**src/rtl/ne_layer_sched_ctrl.sv**
```systemverilog
// Layer/iteration read scheduler for a layered decoder.
// Reads every row of each layer, drains the row-computer pipeline, then moves on.
module ne_layer_sched_ctrl #(
    parameter int ROWDEPTH       = 20,
    parameter int ROWWIDTH       = 5,
    parameter int LAYERS         = 2,
    parameter int PIPESTAGES     = 13,
    parameter int PIPECOUNTWIDTH = 4,
    parameter int MAXITRS        = 10,
    parameter int ITRWIDTH       = 4
) (
    input  logic                clk,
    input  logic                rst,
    input  logic                loaden,
    input  logic                start,
    output logic                rd_en,
    output logic [ROWWIDTH-1:0] rd_address,
    output logic                rd_layer,
    output logic                rd_last,
    output logic                wr_en,
    output logic [ROWWIDTH-1:0] wr_address,
    output logic                wr_layer,
    output logic                wr_last,
    output logic                first_itr,
    output logic [ITRWIDTH-1:0] itr_count,
    output logic                busy,
    output logic                decoder_ready
);

    // state | meaning
    // IDLE  | waiting for start; Lmem may be loaded
    // READ  | issuing one row read per cycle for the current layer
    // DRAIN | waiting for the last row of the layer to be written back
    // DONE  | decode complete; result may be unloaded
    typedef enum logic [1:0] {
        IDLE  = 2'd0,
        READ  = 2'd1,
        DRAIN = 2'd2,
        DONE  = 2'd3
    } state_t;

    localparam logic [ROWWIDTH-1:0]       LAST_ROW   = ROWWIDTH'(ROWDEPTH - 1);
    localparam logic                      LAST_LAYER = 1'(LAYERS - 1);
    localparam logic [ITRWIDTH-1:0]       LAST_ITR   = ITRWIDTH'(MAXITRS - 1);
    localparam logic [PIPECOUNTWIDTH-1:0] DRAIN_INIT = PIPECOUNTWIDTH'(PIPESTAGES - 1);
    localparam int                        DLY_W      = ROWWIDTH + 3;

    state_t                    state;
    state_t                    state_nxt;
    logic [ROWWIDTH-1:0]       addr_nxt;
    logic                      layer_nxt;
    logic [ITRWIDTH-1:0]       itr_nxt;
    logic [PIPECOUNTWIDTH-1:0] drain_cnt;
    logic [PIPECOUNTWIDTH-1:0] drain_nxt;
    logic [DLY_W-1:0]          dly [PIPESTAGES];

    always_ff @(posedge clk) begin
        if (!rst) begin
            state      <= IDLE;
            rd_address <= '0;
            rd_layer   <= 1'b0;
            itr_count  <= '0;
            drain_cnt  <= '0;
        end else begin
            state      <= state_nxt;
            rd_address <= addr_nxt;
            rd_layer   <= layer_nxt;
            itr_count  <= itr_nxt;
            drain_cnt  <= drain_nxt;
        end
    end

    always_comb begin
        state_nxt = state;
        addr_nxt  = rd_address;
        layer_nxt = rd_layer;
        itr_nxt   = itr_count;
        drain_nxt = drain_cnt;
        unique case (state)
            IDLE, DONE: begin
                // loading new LLRs takes priority over starting a decode
                if (loaden) begin
                    state_nxt = IDLE;
                    addr_nxt  = '0;
                    layer_nxt = 1'b0;
                    itr_nxt   = '0;
                end else if (start) begin
                    state_nxt = READ;
                    addr_nxt  = '0;
                    layer_nxt = 1'b0;
                    itr_nxt   = '0;
                end
            end
            READ: begin
                if (rd_address == LAST_ROW) begin
                    state_nxt = DRAIN;
                    addr_nxt  = '0;
                    drain_nxt = DRAIN_INIT;
                end else begin
                    addr_nxt = rd_address + ROWWIDTH'(1);
                end
            end
            DRAIN: begin
                // final drain cycle coincides with the layer's last write-back
                if (drain_cnt == '0) begin
                    if (rd_layer != LAST_LAYER) begin
                        state_nxt = READ;
                        layer_nxt = rd_layer + 1'b1;
                    end else if (itr_count != LAST_ITR) begin
                        state_nxt = READ;
                        layer_nxt = 1'b0;
                        itr_nxt   = itr_count + ITRWIDTH'(1);
                    end else begin
                        state_nxt = DONE;
                        layer_nxt = 1'b0;
                    end
                end else begin
                    drain_nxt = drain_cnt - PIPECOUNTWIDTH'(1);
                end
            end
            default: state_nxt = IDLE;
        endcase
    end

    assign rd_en         = (state == READ);
    assign rd_last       = rd_en && (rd_address == LAST_ROW);
    assign busy          = (state == READ) || (state == DRAIN);
    assign first_itr     = busy && (itr_count == '0);
    assign decoder_ready = (state == DONE);

    always_ff @(posedge clk) begin
        if (!rst) begin
            for (int i = 0; i < PIPESTAGES; i++) dly[i] <= '0;
        end else begin
            dly[0] <= {rd_en, rd_address, rd_layer, rd_last};
            for (int i = 1; i < PIPESTAGES; i++) dly[i] <= dly[i-1];
        end
    end

    assign {wr_en, wr_address, wr_layer, wr_last} = dly[PIPESTAGES-1];

endmodule

```
**config.mk**
```make
export PLATFORM = sky130hd
export DESIGN_NAME = ne_layer_sched_ctrl
export DESIGN_NICKNAME = d
export VERILOG_FILES = /design/src/rtl/ne_layer_sched_ctrl.sv
export SDC_FILE = /design/constraint.sdc
export NUM_CORES = 1
export LEC_CHECK = 0
export CAP_MARGIN = 0
export CORE_MARGIN = 2
export CORE_UTILIZATION = 51
export CTS_CLUSTER_DIAMETER = 30
export DETAILED_ROUTE_END_ITERATION = 16
export HOLD_SLACK_MARGIN = 0.03
export PLACE_DENSITY = 0.79
export SYNTH_ARGS = -nofsm -noshare
export SYNTH_HDL_FRONTEND = slang
export SYNTH_SLANG_ARGS = --single-unit
```
**constraint.sdc**
```tcl
create_clock -name clk -period 1.6 [get_ports clk]
set_input_delay 0.32 -clock clk [delete_from_list [all_inputs] [get_ports clk]]
set_output_delay 0.32 -clock clk [all_outputs]
set_load 0.02 [all_outputs]
```
# ---- Yosys cells after proc, flatten, opt, wreduce, memory -nomap -nowiden
# Memory sizes are Yosys's and may differ from the RTL's.
# Index checks and enable logic that the tools add are counted.
dict set report classes {
  addsub 4
  eq_ne 11
  n_mux 40
  n_bitwise 13
  n_reduce_logical 15
}
# op n
set ops {}
lappend ops {{8-bit 2-to-1 mux} 13}
lappend ops {{4-bit 2-to-1 mux} 7}
lappend ops {{4-bit one-hot mux with 2 select lines} 2}
lappend ops {{5-bit 2-to-1 mux} 3}
lappend ops {{1-bit OR} 13}
lappend ops {{2-bit 2-to-1 mux} 6}
lappend ops {{5-bit one-hot mux with 2 select lines} 1}
lappend ops {{3-bit AND reduction} 3}
lappend ops {{4-bit logical NOT} 2}
lappend ops {{2-bit != test (second input constant)} 4}
lappend ops {{1-bit 2-to-1 mux} 6}
lappend ops {{2-bit one-hot mux with 3 select lines} 1}
lappend ops {{2-bit nonzero test} 3}
lappend ops {{5-bit by 1-bit adder with 5-bit output (second input constant)} 1}
lappend ops {{5-bit == test (second input constant)} 1}
lappend ops {{5-bit AND reduction} 1}
lappend ops {{4-bit by 1-bit adder with 4-bit output (second input constant)} 1}
lappend ops {{2-bit == test (second input constant)} 2}
lappend ops {{4-bit != test (second input constant)} 1}
lappend ops {{4-bit by 1-bit subtractor with 4-bit output (second input constant)} 1}
lappend ops {{3-bit != test (second input constant)} 1}
lappend ops {{2-bit by 1-bit == test with 1-bit output (second input constant)} 1}
lappend ops {{1-bit logical AND} 2}
lappend ops {{2-bit logical NOT} 1}
lappend ops {{6 further kinds} 6}
dict set report totals {
  reg_bits 16
  mem_bits_rw 104
  memories 1
}
# memory depth width read_ports rd_ports_with_merged_regs write_ports line_no
set memory_table {}
lappend memory_table {dly 13 8 13 0 13 55} ;# logic [DLY_W-1:0] dly [PIPESTAGES];

# ---- Depth between registers and ports, before layout
# Gate-level depths: netlist of the first run.
dict set report logic_depth {
  depth_word 5
  depth_mapped 7
}

# ---- Worst setup path before layout of the first run
# No wires, ideal clock.
dict set report synth_timing {
  path_type {register to output}
  from {reg state[0]}
  to {out first_itr}
  t_arrival_ps 1523
  required_time_ps 1280
  slack_ps -243
  path_stages_with_launch 4
  cell_sequence {dfxtp_1 -> inv_1 -> ha_1 -> nor4b_1}
}
dict set report synth_between {
  elab_chain_cells 3
}
# item line_no
set synth_lines {}
lappend synth_lines {{start: declaration} 48} ;# state_t state;
lappend synth_lines {{start signal: assignment} 65} ;# state <= state_nxt;
lappend synth_lines {{2-bit by 1-bit == test with 1-bit output or 2-bit == test (tied branches)} 127} ;# assign busy = (state == READ) || (state == DRAIN);
lappend synth_lines {{1-bit logical OR *} 127}
lappend synth_lines {{1-bit logical AND *} 128} ;# assign first_itr = busy && (itr_count == '0);
lappend synth_lines {{end: declaration} 24} ;# output logic first_itr,
# Mark *: on every way between the ends. The rest lies on a longest branch, timed or not.

# ---- Worst setup path after layout of the first run
dict set report layout_timing {
  from {reg state[0]}
  to {reg itr_count[0]}
}
dict set report layout_between {
  elab_chain_cells 4
}
# item line_no
set layout_lines {}
lappend layout_lines {{2-bit == test or 2-bit logical NOT (tied branches)} 79} ;# unique case (state)
lappend layout_lines {{2-bit OR reduction} 79}
lappend layout_lines {{3-bit != test (no line) or 2-bit nonzero test (tied branches)} -}
lappend layout_lines {{5-bit AND reduction (no line)} -}
lappend layout_lines {{end signal: assignment} 68} ;# itr_count <= itr_nxt;
lappend layout_lines {{end: declaration} 25} ;# output logic [ITRWIDTH-1:0] itr_count,
# Several ways; a longest one is shown, not always the timed one.
# A chain may end at the register's enable or synchronous reset.

==> results.py, run 1 <==
metrics = {
    "run_status": {
        "status": "complete, but fails checks",
        "failed_checks": "negative setup slack",
    },
    "logic_synthesis": {
        "post_synth_inst_count": 345,
        "synth-seq-area-share_pct": 62.7,
        "yosys_register_bits": 120,
        "synth-warning-count": 0,
        "post_synthesis_cell_area_sq_mm": 0.00383,
        "synth_enable_flop_cells": 0,
        "synthDistinctLibCells": 43,
        "syn_avg_cell_area_sq_um": 11.1,
        "synthFlopType": "dfxtp_1",
        "ffs_w_async_s_r_synth_pct": 0,
        "synth_fp_nets": 358,
    },
    "timing": {
        "hold_viol": 0,
        "slew-limit-headroom_pct": 63.2,
        "fin_skew_ns": 0.00606,
        "setup_violations": 17,
        "grt_setup_unrepaired": "true",
        "final_max_slew_viol_count": 0,
        "maximum_clock_frequency_ghz": 0.528,
        "finalCritPeriodShare_pct": 118,
        "final.setup.worst_slack_ns": -0.296,
        "worstMarginPinSlew_ns": 0.551,
        "hold_ws_ns": 0.330,
        "layout_min_cycle_time_ns": 1.90,
    },
    "setup_path": {
        "destination_of_the_worst_register_to_register_timing_path": "itr_count[0]",
        "worstRegToRegCells": 8,
        "crit_path_start_kind": "flop",
        "regToRegSetupSlack_ns": -0.30,
        "criticalPathCategory": "flop to flop",
        "critical_path_arrival_ns": 2.34,
        "timing.critical_path.to_type": "flop",
        "data_required_time_at_the_worst_endpoint_ns": 2.04,
        "r2r-start": "state[0]",
        "worstPathMaxFanout": 4,
    },
    "cts": {
        "clock_sink_count": 120,
        "cts.clk_slew.worst_paths_ns": 0.06,
        "clock_tree.root_cell": "clkbuf_8",
        "tritoncts_clock_tree": "yes",
        "insertion_delay_ns": 0.51,
        "cts_buffer_depth": 2,
        "htree_levels": 4,
        "cts_buffers": 17,
    },
    "layout": {
        "final_util_pct": 71.2,
        "relative_area_change_from_synthesis_to_final_layout_pct": 34.9,
        "antenna-diode-count": 0,
        "ff_latch_area_sq_mm": 0.00241,
        "multiInputGateArea_sq_mm": 0.00147,
        "n_fill_cell": 498,
        "num-nets-final": 423,
        "drive_above_1_share_pct": 30.5,
    },
    "routing": {
        "ant_nets": 0,
        "route.vias.total": 2484,
        "wl_per_cell_um": 12.1,
        "count_of_tritonroute_iterations_in_the_first_routing_pass": 4,
        "detailedRoute.firstIterationViolations": 83,
        "drt-total-wl_um": 6340,
        "post_drt_via_cell_ratio": 4.76,
        "drc": 0,
    },
    "floorplan": {
        "core_area_sq_mm": 0.00725,
        "io_pins": 27,
        "die_area_sq_mm": 0.00822,
        "die_width_um": 90.6,
        "placement_rows": 31,
        "dieHeight_um": 90.6,
        "floorplan.initialDensity_pct": 52.8,
    },
    "place": {
        "dp.final_hpwl_um": 3430,
        "minimum_setup_slack_after_placement_ns": -0.241,
        "placer_s_final_routability_congestion_estimate": 0.776,
        "io_buffers": 26,
    },
    "global_routing": {
        "maximum_number_of_pins_on_one_net_before_global_route_repair": 60,
        "first_global_vias": 2334,
        "grt.total_usage_pct": 16.2,
        "global_route.overflow_total": 0,
        "grt_first_pass_wirelength_um": 10200,
        "antenna_found_initial": 0,
    },
    "hold_path": {
        "min_path_type": "input port to flop",
        "whs_endpoint": "itr_count[1]",
        "min_from": "rst",
        "whs_path_depth": 3,
    },
    "pwr": {
        "worst_vdd_ir_uv": 738,
        "power_density_mw_per_mm2": 1430,
        "total_leakage_power_nw": 2.17,
    },
    "flow_run": {
        "max_cap_viol_count": 0,
    },
}
## registers in the layout, indices dropped and copies added (netlist names)
| register | count |
|---|---|
| dly | 104 |
| drain_cnt | 4 |
| itr_count | 4 |
| rd_address | 5 |
| rd_layer | 1 |
| state | 2 |
## layer usage
layer	share of wire, %	wire length, um	track usage [%]	vias up
met4	4.0	255	11.0	0
met1	43	2740	17.8	1171
li1	-	-	-	1237
met5	0	0	0	-
met3	3.5	221	5.84	24
met2	49	3120	26.2	52
## per-stage QoR
stage | power (mW) | std cells | cell area (sq um) | TNS, ns
detailed placement | 3.74 | 477 | 4350 | -2.09
finish | 7.41 | 522 | 5160 | -3.06
CTS | 7.33 | 517 | 5050 | -2.74
global route | 7.73 | 522 | 5160 | -4.15
global placement | 3.72 | 477 | 4350 | -1.66
floorplan | 3.50 | 345 | 3860 | -0.0834
## cells by family after synthesis
family          share of synthesized area (%)
compound gates                           4.54
buf+inv                                  3.89
flops                                    62.7
mux                                     0.261
fa+ha+maj                                2.94
xor+xnor                                0.686
simple gates                             24.9
## how the worst max path moves through the flow
stage             start       endpoint  slack, ns  depth (start not counted)
2_1_floorplan  state[0]   itr_count[0]      -0.04                          7
6_report       state[0]   itr_count[0]      -0.30                          8
5_1_grt        state[0]   itr_count[0]      -0.36                          8
3_3_place_gp     loaden  rd_address[4]      -0.18                          6
3_5_place_dp     loaden  rd_address[3]      -0.24                          6
4_1_cts        state[0]      first_itr      -0.27                          4
## synthesized netlist by cell type (all sizes together) (4+ instances only)
cell | number | area [sq um]
and2 | 107 | 669
o21ai | 13 | 65.1
inv | 10 | 37.5
ha | 9 | 113
clkbuf | 13 | 50.0
a21oi | 4 | 23.8
nor2 | 9 | 33.8
nand2 | 9 | 36.3
dfxtp | 120 | 2400
nand4 | 4 | 25.0
buf | 8 | 61.3
nand3 | 7 | 35.0
## critical path, stage by stage (launching register included)
cell      delay, ns
dfxtp_2        0.34
inv_2          0.05
ha_4           0.23
buf_6          0.12
buf_6          0.10
or3b_4         0.26
nand2_4        0.07
or4b_4         0.52
a21boi_2       0.14
## placed cells by master, fill, tap and decap left out, types with 5 or more instances in the layout
master	count
dfxtp_2	5
and2_1	107
nand2_1	6
buf_6	11
buf_4	35
dlygate4sd2_1	9
o21ai_0	6
nor2_1	7
inv_1	6
clkbuf_16	16
dfxtp_1	114
nand3_1	6
buf_2	6
## cell type report
type | instances | area share [%]
sequential | 120 | 46.7
multi-input combinational | 194 | 28.4
timing repair buffer | 67 | 11.0
tap | 99 | 2.40
clock inverter | 13 | 2.37
clock buffer | 19 | 8.36
inverter | 10 | 0.775
## what timing repair did
action,CTS,global route
buffers inserted,8,6
pin swaps,18,16
gates resized for setup,95,37
hold buffers,0,0
setup endpoints to repair,32,27
## power by group
group	switching [mW]	leakage, nW	internal, mW
clock network	1.31	0.261	2.11
logic	0.464	0.939	0.451
registers	0.0362	0.970	3.04
total	1.81	2.17	5.59
Power figures use the tool's default switching activity.
==> run 2: changes to the inputs <==
CAP_MARGIN = default   (was 0)
REMOVE_ABC_BUFFERS = 1   (was default)
==> results.py, run 2 (synthesized netlist as in run 1, its figures left out) <==
metrics = {
    "place": {
        "minimum_setup_slack_after_placement_ns": -0.293,
        "io_buffers": 26,
        "place.detailed.instances": 479,
        "dp.final_hpwl_um": 3290,
        "placedInstanceArea_sq_mm": 0.00432,
        "placer_s_final_routability_congestion_estimate": 0.769,
    },
    "cts": {
        "cts_buffers": 17,
        "htree_levels": 4,
        "tritoncts_clock_tree": "yes",
        "insertion_delay_ns": 0.50,
        "cts_buffer_depth": 2,
        "cts.clk_slew.worst_paths_ns": 0.06,
        "clock_sink_count": 120,
        "hold_buffers": 0,
        "clock_tree.root_cell": "clkbuf_8",
    },
    "pwr": {
        "total_leakage_power_nw": 2.14,
        "power.total_mw": 7.47,
        "power_density_mw_per_mm2": 1480,
        "worst_vdd_ir_uv": 1030,
    },
    "layout": {
        "drive_above_1_share_pct": 27.1,
        "relative_area_change_from_synthesis_to_final_layout_pct": 32.1,
        "antenna-diode-count": 0,
        "multiInputGateArea_sq_mm": 0.00141,
        "final_cell_count_no_fill": 516,
        "commonest_non_fill_non_tap_cell_in_the_layout": "dfxtp_1",
        "ff_latch_area_sq_mm": 0.00241,
        "layout_common_cells": "dfxtp_1 (112), and2_1 (107), buf_4 (32), clkbuf_16 (16)",
        "registers.top_by_ff_count": "dly",
        "top_regs": "dly x104, rd_address x5",
        "largest_reg_flops": 104,
        "stdcell_area_sq_mm": 0.00506,
        "n_fill_cell": 549,
        "num-nets-final": 417,
    },
    "global_routing": {
        "maximum_number_of_pins_on_one_net_before_global_route_repair": 37,
        "global_route.overflow_total": 0,
        "first_global_vias": 2382,
        "grt.total_usage_pct": 16.5,
        "grt_first_pass_wirelength_um": 10600,
        "antenna_found_initial": 0,
    },
    "timing": {
        "grt_setup_unrepaired": "true",
        "final.setup.worst_slack_ns": -0.220,
        "finalCritPeriodShare_pct": 114,
        "worstMarginPinSlew_ns": 0.534,
        "setup_violations": 17,
        "final_max_slew_viol_count": 0,
        "layout_min_cycle_time_ns": 1.82,
        "fin_skew_ns": 0.00533,
        "hold_viol": 0,
        "setup-tns-final_ns": -2.47,
        "slew-limit-headroom_pct": 64.4,
        "maximum_clock_frequency_ghz": 0.549,
    },
    "routing": {
        "post_drt_via_cell_ratio": 4.70,
        "detailedRoute.firstIterationViolations": 93,
        "wl_per_cell_um": 12.1,
        "count_of_tritonroute_iterations_in_the_first_routing_pass": 4,
        "ant_nets": 0,
        "route.vias.total": 2424,
        "drc": 0,
        "drt-total-wl_um": 6250,
    },
    "floorplan": {
        "die_area_sq_mm": 0.00822,
        "placement_rows": 31,
        "die_width_um": 90.6,
        "core_area_sq_mm": 0.00725,
        "dieHeight_um": 90.6,
        "io_pins": 27,
        "floorplan.initialDensity_pct": 52.8,
    },
    "setup_path": {
        "crit_path_start_kind": "flop",
        "data_required_time_at_the_worst_endpoint_ns": 1.99,
        "worstPathMaxFanout": 7,
        "criticalPathCategory": "flop to flop",
        "critical_path_arrival_ns": 2.21,
        "timing.critical_path.to_type": "flop",
        "regToRegSetupSlack_ns": -0.22,
    },
    "flow_run": {
        "max_cap_viol_count": 0,
    },
    "hold_path": {
        "min_path_type": "input port to flop",
    },
    "run_status": {
        "status": "complete, but fails checks",
        "failed_checks": "negative setup slack",
    },
}
## run 2: cell types whose count changed in the layout (fill, tap and decap cells not counted), sizes merged
| cell | before | now |
|---|---|---|
| buf | 54 | 49 |
| inv | 12 | 13 |
| clkinvlp | 4 | 3 |
| clkinv | 6 | 4 |
| bufinv | 1 | 2 |
## run 2: area by class of cell
type / instances / share of cell area [%]
repair buffers: 61 / 9.60
clock inverters: 12 / 2.77
inverters: 10 / 0.841
flip-flops and latches: 120 / 47.7
clock buffers: 20 / 8.81
well taps: 99 / 2.45
multi-input cells: 194 / 27.8
## run 2: final timing paths
path	startpoint	end	depth (start not counted)
setup / recovery	state[0]	rd_address[2]	8
setup reg to reg	state[0]	rd_address[2]	8
hold reg to reg	dly[1][5]	dly[1][13]	1
hold / removal	rst	state[0]	3
## run 2: metrics by stage
| step | hold slack, ns | utilization, % |
|---|---|---|
| after floorplan | 0.406 | - |
| after global placement | 0.414 | 59.6 |
| after detailed placement | 0.418 | 59.6 |
| after CTS | 0.317 | 69.3 |
| after global routing | 0.360 | 69.7 |
| final | 0.327 | 69.7 |
## run 2: repair_timing
action | CTS | global route
pin swaps | 6 | 4
gates resized for setup | 99 | 21
cloned | 0 | 0
endpoints found under the setup margin | 37 | 28
setup buffers | 2 | 4
## run 2: metal layers
metal	routed length, um	up-vias	global-route usage [%]
li1	-	1222	-
met5	0	-	0
met2	3220	45	27.7
met4	82	0	7.82
met1	2690	1148	18.0
met3	255	9	6.76
## run 2: power by group
group	leakage (nW)	internal [mW]	total (mW)	switching, mW
registers	0.971	3.04	3.07	0.0355
clock network	0.278	2.31	3.65	1.34
logic	0.894	0.356	0.746	0.390
total	2.14	5.71	7.47	1.77
## run 2: critical path: stages, from the launching register on
cell,delay [ns]
dfxtp_2,0.33
inv_2,0.05
ha_4,0.27
buf_4,0.14
or3b_4,0.44
buf_6,0.16
nand3_1,0.09
xor2_1,0.18
nor2_1,0.06
==> patch (settings of run 2) <==
The parameter `MAXITRS` goes from 10 to 5.
--- a/src/rtl/ne_layer_sched_ctrl.sv
+++ b/src/rtl/ne_layer_sched_ctrl.sv
@@ -6,7 +6,7 @@
     parameter int LAYERS         = 2,
     parameter int PIPESTAGES     = 13,
     parameter int PIPECOUNTWIDTH = 4,
-    parameter int MAXITRS        = 10,
+    parameter int MAXITRS        = 5,
     parameter int ITRWIDTH       = 4
 ) (
     input  logic                clk,
Function: no difference found for any inputs over 10 cycles, from zero or initial values and one cycle with rst low; that may be too few to reach the edited logic, so the function may still have changed.
==> patch against run 2 <==
  * The flow still finishes with violations (negative setup slack)
  * Total power is 2.2% higher
  * First-iteration DRC count shrank 28%
  * Sequential cell count unchanged
  * Routed wire length grew 8.9%
  * Area after synthesis is 0.42% lower
  * Count of clock-buffer cells in the layout grew 1
  * Global-route usage increased by 0.15 points
  * Worst setup slack improved by 0.024 ns
  * Design area is 2.7% higher
  * Highest routed layer unchanged
==> patch: results (changes against run 2) <==
cells_and_area:
  nNetsFinal: 420  # +0.72%
  drive_above_1_share_pct: 32.5  # +5.4 points
placement:
  place_inst: 475  # -0.84%
  dpl_worst_slack_ns: -0.281  # +0.0127 ns
  hpwl_um: 3600  # +9.4%
critical_path:
  critPathArrivalTime_ns: 2.19  # -0.02 ns
  cpPeakStageDelay_ns: 0.33  # -0.11 ns
  reg2reg_depth: 9  # +1
  critPathSlowestCell: "dfxtp_2"
  critical_path.top_delay_family: "buffers and inverters"
sta:
  fin_skew_ns: 0.00927  # +0.00395 ns
  setup_viol: 17  # unchanged
  setup_ws_ns: -0.196  # +0.0237 ns
  tns_ns: -2.06  # +0.406 ns
synthesis:
  synthTopCellsByArea: "dfxtp_1 63%, and2_1 17%, ha_1 2.6%, clkbuf_1 1.3%, nand2_1 1.1%"
  synth_common_cells: "120 x dfxtp_1, 103 x and2_1, 13 x clkbuf_1, 11 x nand2_1, 10 x nor2_1"
  synth_cells: 336  # -2.6%
  ys_seq_area_share_pct: 63.0  # +0.27 points
  synth_cell_types: 41  # -4.7%
grt:
  grt_max_degree: 54  # +46%
  grt_util_all_layers_pct: 16.6  # +0.15 points
  grt_pass1_vias: 2446  # +2.7%
status:
  violations: "negative setup slack"
  status: "complete, but fails checks"
power_and_ir_drop:
  leakagePower_nw: 2.22  # +3.8%
  ir_drop_mv: 0.928  # -9.6%
route:
  dr.first_iter.drc_count: 67  # -28%
==> patch: changes by cell type in the layout (fill, tap and decap cells not counted), moves of 4 or more <==
cell | before | now
nand2_1 | 7 | 11
buf_4 | 32 | 38
buf_6 | 8 | 14
inv_1 | 7 | 3
and2_1 | 107 | 103
xnor2_1 | 0 | 4
o21ai_0 | 7 | 2
clkinv_2 | 1 | 5
==> patch: worst min-delay path: cells and delay by family <==
kind	cells	cell delay, ns
buf+inv	2	0.31
simple gates	1	0.13
==> patch: cells by family after synthesis <==
family | Yosys count | synth area share (%)
flip-flops | 120 | 63.0
buffers and inverters | 30 | 4.04
XOR/XNOR | 4 | 0.919
AND/OR/NAND/NOR | 150 | 24.2
adder cells (fa/ha/maj) | 8 | 2.63
AO/OA/AOI/OAI | 21 | 4.40
multiplexers | 3 | 0.788
==> patch: cell type report <==
| type | instances | area (um^2) | area share (%) |
|---|---|---|---|
| Tap cell | 99 | 124 | 2.38 |
| Sequential cell | 120 | 2410 | 46.4 |
| Clock inverter | 9 | 101 | 1.95 |
| Clock buffer | 21 | 449 | 8.64 |
| Timing Repair Buffer | 74 | 621 | 11.9 |
| Multi-Input combinational cell | 186 | 1450 | 27.9 |
| Inverter | 9 | 38.8 | 0.746 |
==> patch: per-stage QoR <==
stage	cell area (um^2)	hold slack (ns)	power, mW
floorplan	3690	0.406	3.50
global route	5200	0.294	7.93
CTS	5010	0.275	7.43
global placement	4350	0.414	3.83
detailed placement	4350	0.418	3.86
finish	5200	0.293	7.64
==> patch: repair_timing <==
| item | CTS | global route |
|---|---|---|
| resized for setup | 87 | 52 |
| pin swaps | 3 | 16 |
| setup buffers | 5 | 8 |
| endpoints found under the setup margin | 35 | 28 |
==> patch: routing by layer <==
layer	routed length [um]	GRT usage (%)	vias to the layer above	share of wire, %
met4	183	7.56	0	2.7
met2	3490	28.3	77	51
met1	2800	17.7	1152	41
li1	-	-	1218	-
met3	335	7.26	20	4.9
met5	0	0	-	0
==> patch: where the power goes <==
| group | switching (mW) | total (mW) | internal, mW |
|---|---|---|---|
| clock network | 1.21 | 3.47 | 2.26 |
| registers | 0.0337 | 3.09 | 3.05 |
| logic | 0.545 | 1.08 | 0.538 |
==> patch: how the worst max path moves through the flow <==
stage / endpoint / slack, ns / start / depth (start not counted)
6_report: rd_address[2] / -0.20 / state[0] / 9
4_1_cts: first_itr / -0.23 / state[0] / 4
5_1_grt: first_itr / -0.26 / state[0] / 4
3_5_place_dp: rd_address[4] / -0.28 / state[0] / 8
2_1_floorplan: first_itr / -0.25 / state[0] / 3
3_3_place_gp: first_itr / -0.27 / state[0] / 4
